--- config.mk ---
export PLATFORM = sky130hd
export DESIGN_NAME = hit_scanner
export DESIGN_NICKNAME = d
export VERILOG_FILES = /design/src/rtl/hit_scanner.sv
export SDC_FILE = /design/constraint.sdc
export NUM_CORES = 1
export LEC_CHECK = 0
export ABC_AREA = 1
export CAP_MARGIN = 20
export CORE_ASPECT_RATIO = 1.2
export CORE_UTILIZATION = 30
export CTS_CLUSTER_DIAMETER = 30
export DETAILED_ROUTE_END_ITERATION = 7
export DONT_BUFFER_PORTS = 1
export GPL_ROUTABILITY_DRIVEN = 0
export PLACE_DENSITY = 0.56
export SETUP_SLACK_MARGIN = 0.15
export SYNTH_ARGS = -nofsm -noshare
export SYNTH_HDL_FRONTEND = slang
export SYNTH_SLANG_ARGS = --single-unit
--- constraint.sdc ---
create_clock -name clk -period 8.3 [get_ports clk]
set_input_delay 1.66 -clock clk [delete_from_list [all_inputs] [get_ports clk]]
set_output_delay 1.66 -clock clk [all_outputs]
set_load 0.1 [all_outputs]
--- src/rtl/hit_scanner.sv ---
// Per-frame bullet-vs-player collision scanner: walks the bullet RAM once per frame_start and reports hits.
// Optional graze detection is compiled in when HIT_SCANNER_GRAZE_EN is defined.
module hit_scanner #(
  parameter int N_BULLETS = 64,
  parameter int ADDR_W    = 6,
  parameter int COORD_W   = 10,
  parameter int HIT_R     = 3,
  parameter int GRAZE_R   = 12
) (
  input  logic                 clk,
  input  logic                 hard_reset,
  input  logic                 game_reset,
  input  logic                 game_en,
  input  logic                 frame_start,
  input  logic [COORD_W-1:0]   player_x,
  input  logic [COORD_W-1:0]   player_y,
  output logic [ADDR_W-1:0]    rd_addr,
  input  logic [2*COORD_W:0]   rd_data,
  output logic                 busy,
  output logic                 collision,
  output logic [ADDR_W:0]      hit_count,
  output logic [ADDR_W-1:0]    hit_addr,
  output logic                 overrun,
  output logic                 graze
);

  typedef enum logic [1:0] {IDLE, SCAN, DRAIN, REPORT} state_t;

  localparam logic [ADDR_W-1:0]  LAST_ADDR = ADDR_W'(N_BULLETS - 1);
  localparam logic [ADDR_W:0]    CNT_MAX   = (ADDR_W + 1)'(N_BULLETS);
  localparam logic [COORD_W:0]   HIT_LIM   = (COORD_W + 1)'(HIT_R);

  if (GRAZE_R < HIT_R || (1 << ADDR_W) < N_BULLETS) begin : g_param_check
    $error("hit_scanner: inconsistent parameters");
  end

  state_t state, state_nxt;

  logic [COORD_W-1:0] px, py;
  logic [ADDR_W:0]    acc_cnt, cnt_nxt;
  logic [ADDR_W-1:0]  acc_addr, addr_nxt, test_idx;

  logic                      b_vld;
  logic [COORD_W-1:0]        bx, by;
  logic signed [COORD_W:0]   dx, dy;
  logic [COORD_W:0]          adx, ady;
  logic                      test_en, is_hit;

  assign b_vld = rd_data[2*COORD_W];
  assign bx    = rd_data[2*COORD_W-1:COORD_W];
  assign by    = rd_data[COORD_W-1:0];

  // Zero-extended signed differences: no wrap-around at the screen edges.
  assign dx  = $signed({1'b0, bx}) - $signed({1'b0, px});
  assign dy  = $signed({1'b0, by}) - $signed({1'b0, py});
  assign adx = dx[COORD_W] ? $unsigned(-dx) : $unsigned(dx);
  assign ady = dy[COORD_W] ? $unsigned(-dy) : $unsigned(dy);

  // rd_data carries the entry for the previous cycle's address; nothing valid yet in the first SCAN cycle.
  assign test_en  = (state == SCAN && rd_addr != '0) || state == DRAIN;
  assign test_idx = (state == DRAIN) ? LAST_ADDR : rd_addr - 1'b1;
  assign is_hit   = test_en && b_vld && adx <= HIT_LIM && ady <= HIT_LIM;

  assign cnt_nxt  = acc_cnt + {{ADDR_W{1'b0}}, (is_hit && acc_cnt != CNT_MAX)};
  assign addr_nxt = (is_hit && acc_cnt == '0) ? test_idx : acc_addr;

`ifdef HIT_SCANNER_GRAZE_EN
  localparam logic [COORD_W:0] GRAZE_LIM = (COORD_W + 1)'(GRAZE_R);
  logic acc_graze, graze_nxt, graze_seen;
  assign graze_nxt = acc_graze ||
                     (test_en && b_vld && !is_hit && adx <= GRAZE_LIM && ady <= GRAZE_LIM);
  assign graze     = (state == REPORT) && graze_seen && game_en;
`else
  assign graze = 1'b0;
`endif

  always_comb begin
    state_nxt = state;
    unique case (state)
      IDLE:    if (frame_start) state_nxt = SCAN;
      SCAN:    if (rd_addr == LAST_ADDR) state_nxt = DRAIN;
      DRAIN:   state_nxt = REPORT;
      REPORT:  state_nxt = IDLE;
      default: state_nxt = IDLE;
    endcase
  end

  assign busy      = (state != IDLE);
  assign collision = (state == REPORT) && (hit_count != '0) && game_en;

  always_ff @(posedge clk or posedge hard_reset) begin
    if (hard_reset) begin
      state     <= IDLE;
      rd_addr   <= '0;
      px        <= '0;
      py        <= '0;
      acc_cnt   <= '0;
      acc_addr  <= '0;
      hit_count <= '0;
      hit_addr  <= '0;
      overrun   <= 1'b0;
`ifdef HIT_SCANNER_GRAZE_EN
      acc_graze  <= 1'b0;
      graze_seen <= 1'b0;
`endif
    end else if (game_reset) begin
      state     <= IDLE;
      rd_addr   <= '0;
      px        <= '0;
      py        <= '0;
      acc_cnt   <= '0;
      acc_addr  <= '0;
      hit_count <= '0;
      hit_addr  <= '0;
      overrun   <= 1'b0;
`ifdef HIT_SCANNER_GRAZE_EN
      acc_graze  <= 1'b0;
      graze_seen <= 1'b0;
`endif
    end else begin
      state <= state_nxt;
      if (frame_start && busy) overrun <= 1'b1;
      unique case (state)
        IDLE: begin
          if (frame_start) begin
            px       <= player_x;
            py       <= player_y;
            rd_addr  <= '0;
            acc_cnt  <= '0;
            acc_addr <= '0;
`ifdef HIT_SCANNER_GRAZE_EN
            acc_graze <= 1'b0;
`endif
          end
        end
        SCAN: begin
          if (rd_addr != LAST_ADDR) rd_addr <= rd_addr + 1'b1;
          acc_cnt  <= cnt_nxt;
          acc_addr <= addr_nxt;
`ifdef HIT_SCANNER_GRAZE_EN
          acc_graze <= graze_nxt;
`endif
        end
        DRAIN: begin
          acc_cnt   <= cnt_nxt;
          acc_addr  <= addr_nxt;
          hit_count <= cnt_nxt;
          hit_addr  <= addr_nxt;
`ifdef HIT_SCANNER_GRAZE_EN
          acc_graze  <= graze_nxt;
          graze_seen <= graze_nxt;
`endif
        end
        REPORT:  rd_addr <= '0;
        default: rd_addr <= '0;
      endcase
    end
  end

endmodule
==> results.toml <==
[floorplan]
fp.dieW_um = 115
initial_core_util = 0.308
pin_count = 69
dieArea_mm2 = 0.0159
fp-row-count = 49
core_mm2 = 0.0150
die_h_um = 138

[timing]
rsz0062_at_grt = "no"
setup_total_negative_slack_ns = 0
tightest_slew_ns = 1.04
fin_crit_sh = 0.568
maxSlewHeadroom = 0.306
setup_viol = 0
hold_viol = 0
fin_skew_ns = 0.0102
max_freq_mhz = 212
fin_crit_ns = 4.71
maxSlewViolCount = 0

[route]
via_per_inst = 4.68
ant_nets = 0
dr.pass1.iters = 5
first_iter_violations = 207
drt-wirelength-per-cell_um = 13.2
drc = 0
wl_mm = 11.8
vias = 4178

[synth]
synth-main-ff-cell = "dfrtp_1"
synthCells = 689
yosys_warnings = 0
async_flop_share = 1.00
synth-seq-area-share = 0.298
synth-edff-count = 0
syn_area_mm2 = 0.00462
ys_ff_latch = 55
avgSynthCellArea_um2 = 6.71
ys_types = 43
synthesis.nets = 769

[clock_network]
clkLatencyLatePin_ns = 0.31
cts_made_buffers = 5
postCtsHoldBufs = 0
htreeDepth = 2
clockBufferDepth = 2
post_cts_buffers = 0
ctsRootBufferMaster = "clkbuf_16"
clkTransAtPathRegs_ns = 0.08
cts_resized = 0
cts_tree = "done"
cts_num_sinks = 55

[critical_path]
cp-startpoint = "rd_data[10]"
required_ns = 8.46
cp-end-kind = "register"
r2r-start = "rd_addr[0]"
arrival_ns = 4.88
crit_type = "input pin to register"
cp-start-kind = "input pin"
crit_path_max_fanout = 3

[run_status]
outcome = "finished clean"

[power_and_ir_drop]
combPwrFrac = 0.543
power_frac_seq = 0.272
clkPwrFrac = 0.185
vdd_ir_drop_max_mv = 0.124
internal_power_mw = 0.628
power-per-cell-area_mw_per_mm2 = 256
p_sw_frac = 0.510
switchingPower_mw = 0.655
leakage_nw = 2.63

[flow_run]
maxCapViolations = 0

[placement]
dpl.hpwl_mm = 9.20
portBuffers = 0

[global_routing]
overflow = 0
grt_util_all_layers = 0.156
grt_max_degree = 56
grt_antenna_before_repair = 0
grt_pass1_vias = 4081
grt_pass1_wl_mm = 19.6

[hold_path]
hp-start = "acc_addr[3]"
hold_class = "register to register"

[finish]
layout.nets = 767
layout-drive-gt1-share = 0.0828
diodes = 0
area_delta_synth_final_pct = 8.25
postLayoutCoreUtil = 0.333
state kept, by name, summed over array words and instances, names as in the netlist:
signal and cells:
hit_addr 6, rd_addr 6, py 10, state 2
px 10, acc_cnt 7, hit_count 7, acc_addr 6
overrun 1
layout make-up:
class	instances	area, um2
Fill cell	1696	10000
Sequential cell	55	1380
Tap cell	204	255
Inverter	119	447
Clock buffer	5	125
Timing Repair Buffer	3	22.5
Clock inverter	3	33.8
Multi-Input combinational cell	503	2750
placed cells by master (no fill, tap or decap), types with 7 or more instances in the layout:
| cell | netlist | final |
|---|---|---|
| nand2_1 | 207 | 207 |
| inv_1 | 108 | 107 |
| nand3_1 | 66 | 66 |
| dfrtp_1 | 55 | 55 |
| nor2_1 | 41 | 40 |
| o21ai_0 | 36 | 36 |
| ha_1 | 32 | 32 |
| nand4_1 | 21 | 21 |
| a21oi_1 | 15 | 15 |
| inv_2 | 10 | 11 |
| nand2_2 | 11 | 11 |
| xor2_1 | 8 | 8 |
| o22ai_1 | 8 | 8 |
| nor2_2 | 6 | 7 |
synth_stat cells, types with 3 or more instances:
master | n | area (um2)
nor2_1 | 41 | 154
a21oi_2 | 4 | 35.0
o21ai_1 | 4 | 20.0
a21oi_1 | 15 | 75.1
o22ai_1 | 8 | 50.1
dfrtp_1 | 55 | 1380
ha_1 | 32 | 400
nand3b_1 | 6 | 45.0
nand2_2 | 11 | 68.8
nand4_1 | 21 | 131
clkbuf_1 | 8 | 30.0
inv_1 | 108 | 405
nor4_1 | 3 | 18.8
nand3_1 | 66 | 330
nand3_2 | 4 | 40.0
nor3_1 | 6 | 30.0
inv_2 | 10 | 37.5
nor2_2 | 6 | 37.5
o21ai_0 | 36 | 180
xor2_1 | 8 | 70.1
nand2_1 | 207 | 777
xnor2_1 | 3 | 26.3
metal layers:
metal / vias to the layer above / track usage / wire [um]
met2: 74 / 0.267 / 5590
met1: 1877 / 0.191 / 5420
met5: - / 0 / 0
met4: 0 / 0.0499 / 230
met3: 14 / 0.0351 / 527
li1: 2213 / - / -
power groups by stage:
stage | sequential, mW | combinational [mW] | clock (mW)
global route | 0.353 | 0.805 | 0.256
CTS | 0.349 | 0.702 | 0.248
detailed placement | 0.355 | 0.699 | 0
global placement | 0.354 | 0.697 | 0
finish | 0.349 | 0.697 | 0.237
floorplan | 0.347 | 0.570 | 0
path summary, 6_finish.rpt:
path,end,slack [ns],cells past startpoint
min in group asynchronous,py[6],1.43,2
worst min register to register,acc_addr[3],0.48,2
worst max-delay path,acc_cnt[6],3.59,20
worst max register to register,acc_cnt[6],4.37,17
worst min-delay path,acc_addr[3],0.48,2
max in group asynchronous,px[6],6.37,2
critical path, stage by stage:
cell	delay, ns
inv_1	0.03
ha_1	0.22
fa_1	0.53
ha_1	0.22
inv_1	0.07
nor2_1	0.16
nand3_1	0.12
nor2_2	0.12
nand3_1	0.10
nand2_1	0.07
nand2_1	0.04
nand2_1	0.13
o211ai_1	0.12
nor4_1	0.28
ha_1	0.23
ha_1	0.18
nand3_1	0.12
nor3_1	0.18
xor2_1	0.21
o22ai_1	0.09
stage by stage:
step / power [mW] / cells / area, um2 / hold slack [ns] / setup slack (ns)
floorplan: 0.917 / 689 / 4620 / 0.449 / 3.39
global route: 1.41 / 892 / 5010 / 0.506 / 3.24
finish: 1.28 / 892 / 5010 / 0.484 / 3.59
CTS: 1.30 / 892 / 5010 / 0.487 / 3.57
detailed placement: 1.05 / 884 / 4850 / 0.465 / 3.24
global placement: 1.05 / 884 / 4850 / 0.464 / 3.25
cell families after synthesis:
| logic type | Yosys count | share of synthesized area |
|---|---|---|
| flip-flops | 55 | 0.298 |
| buffers and inverters | 131 | 0.111 |
| AND/OR/NAND/NOR | 379 | 0.377 |
| other | 1 | 0.000811 |
| adder cells (fa/ha/maj) | 34 | 0.0952 |
| XOR/XNOR | 11 | 0.0208 |
| AO/OA/AOI/OAI | 78 | 0.0979 |
(Power assumes the default switching activity.)
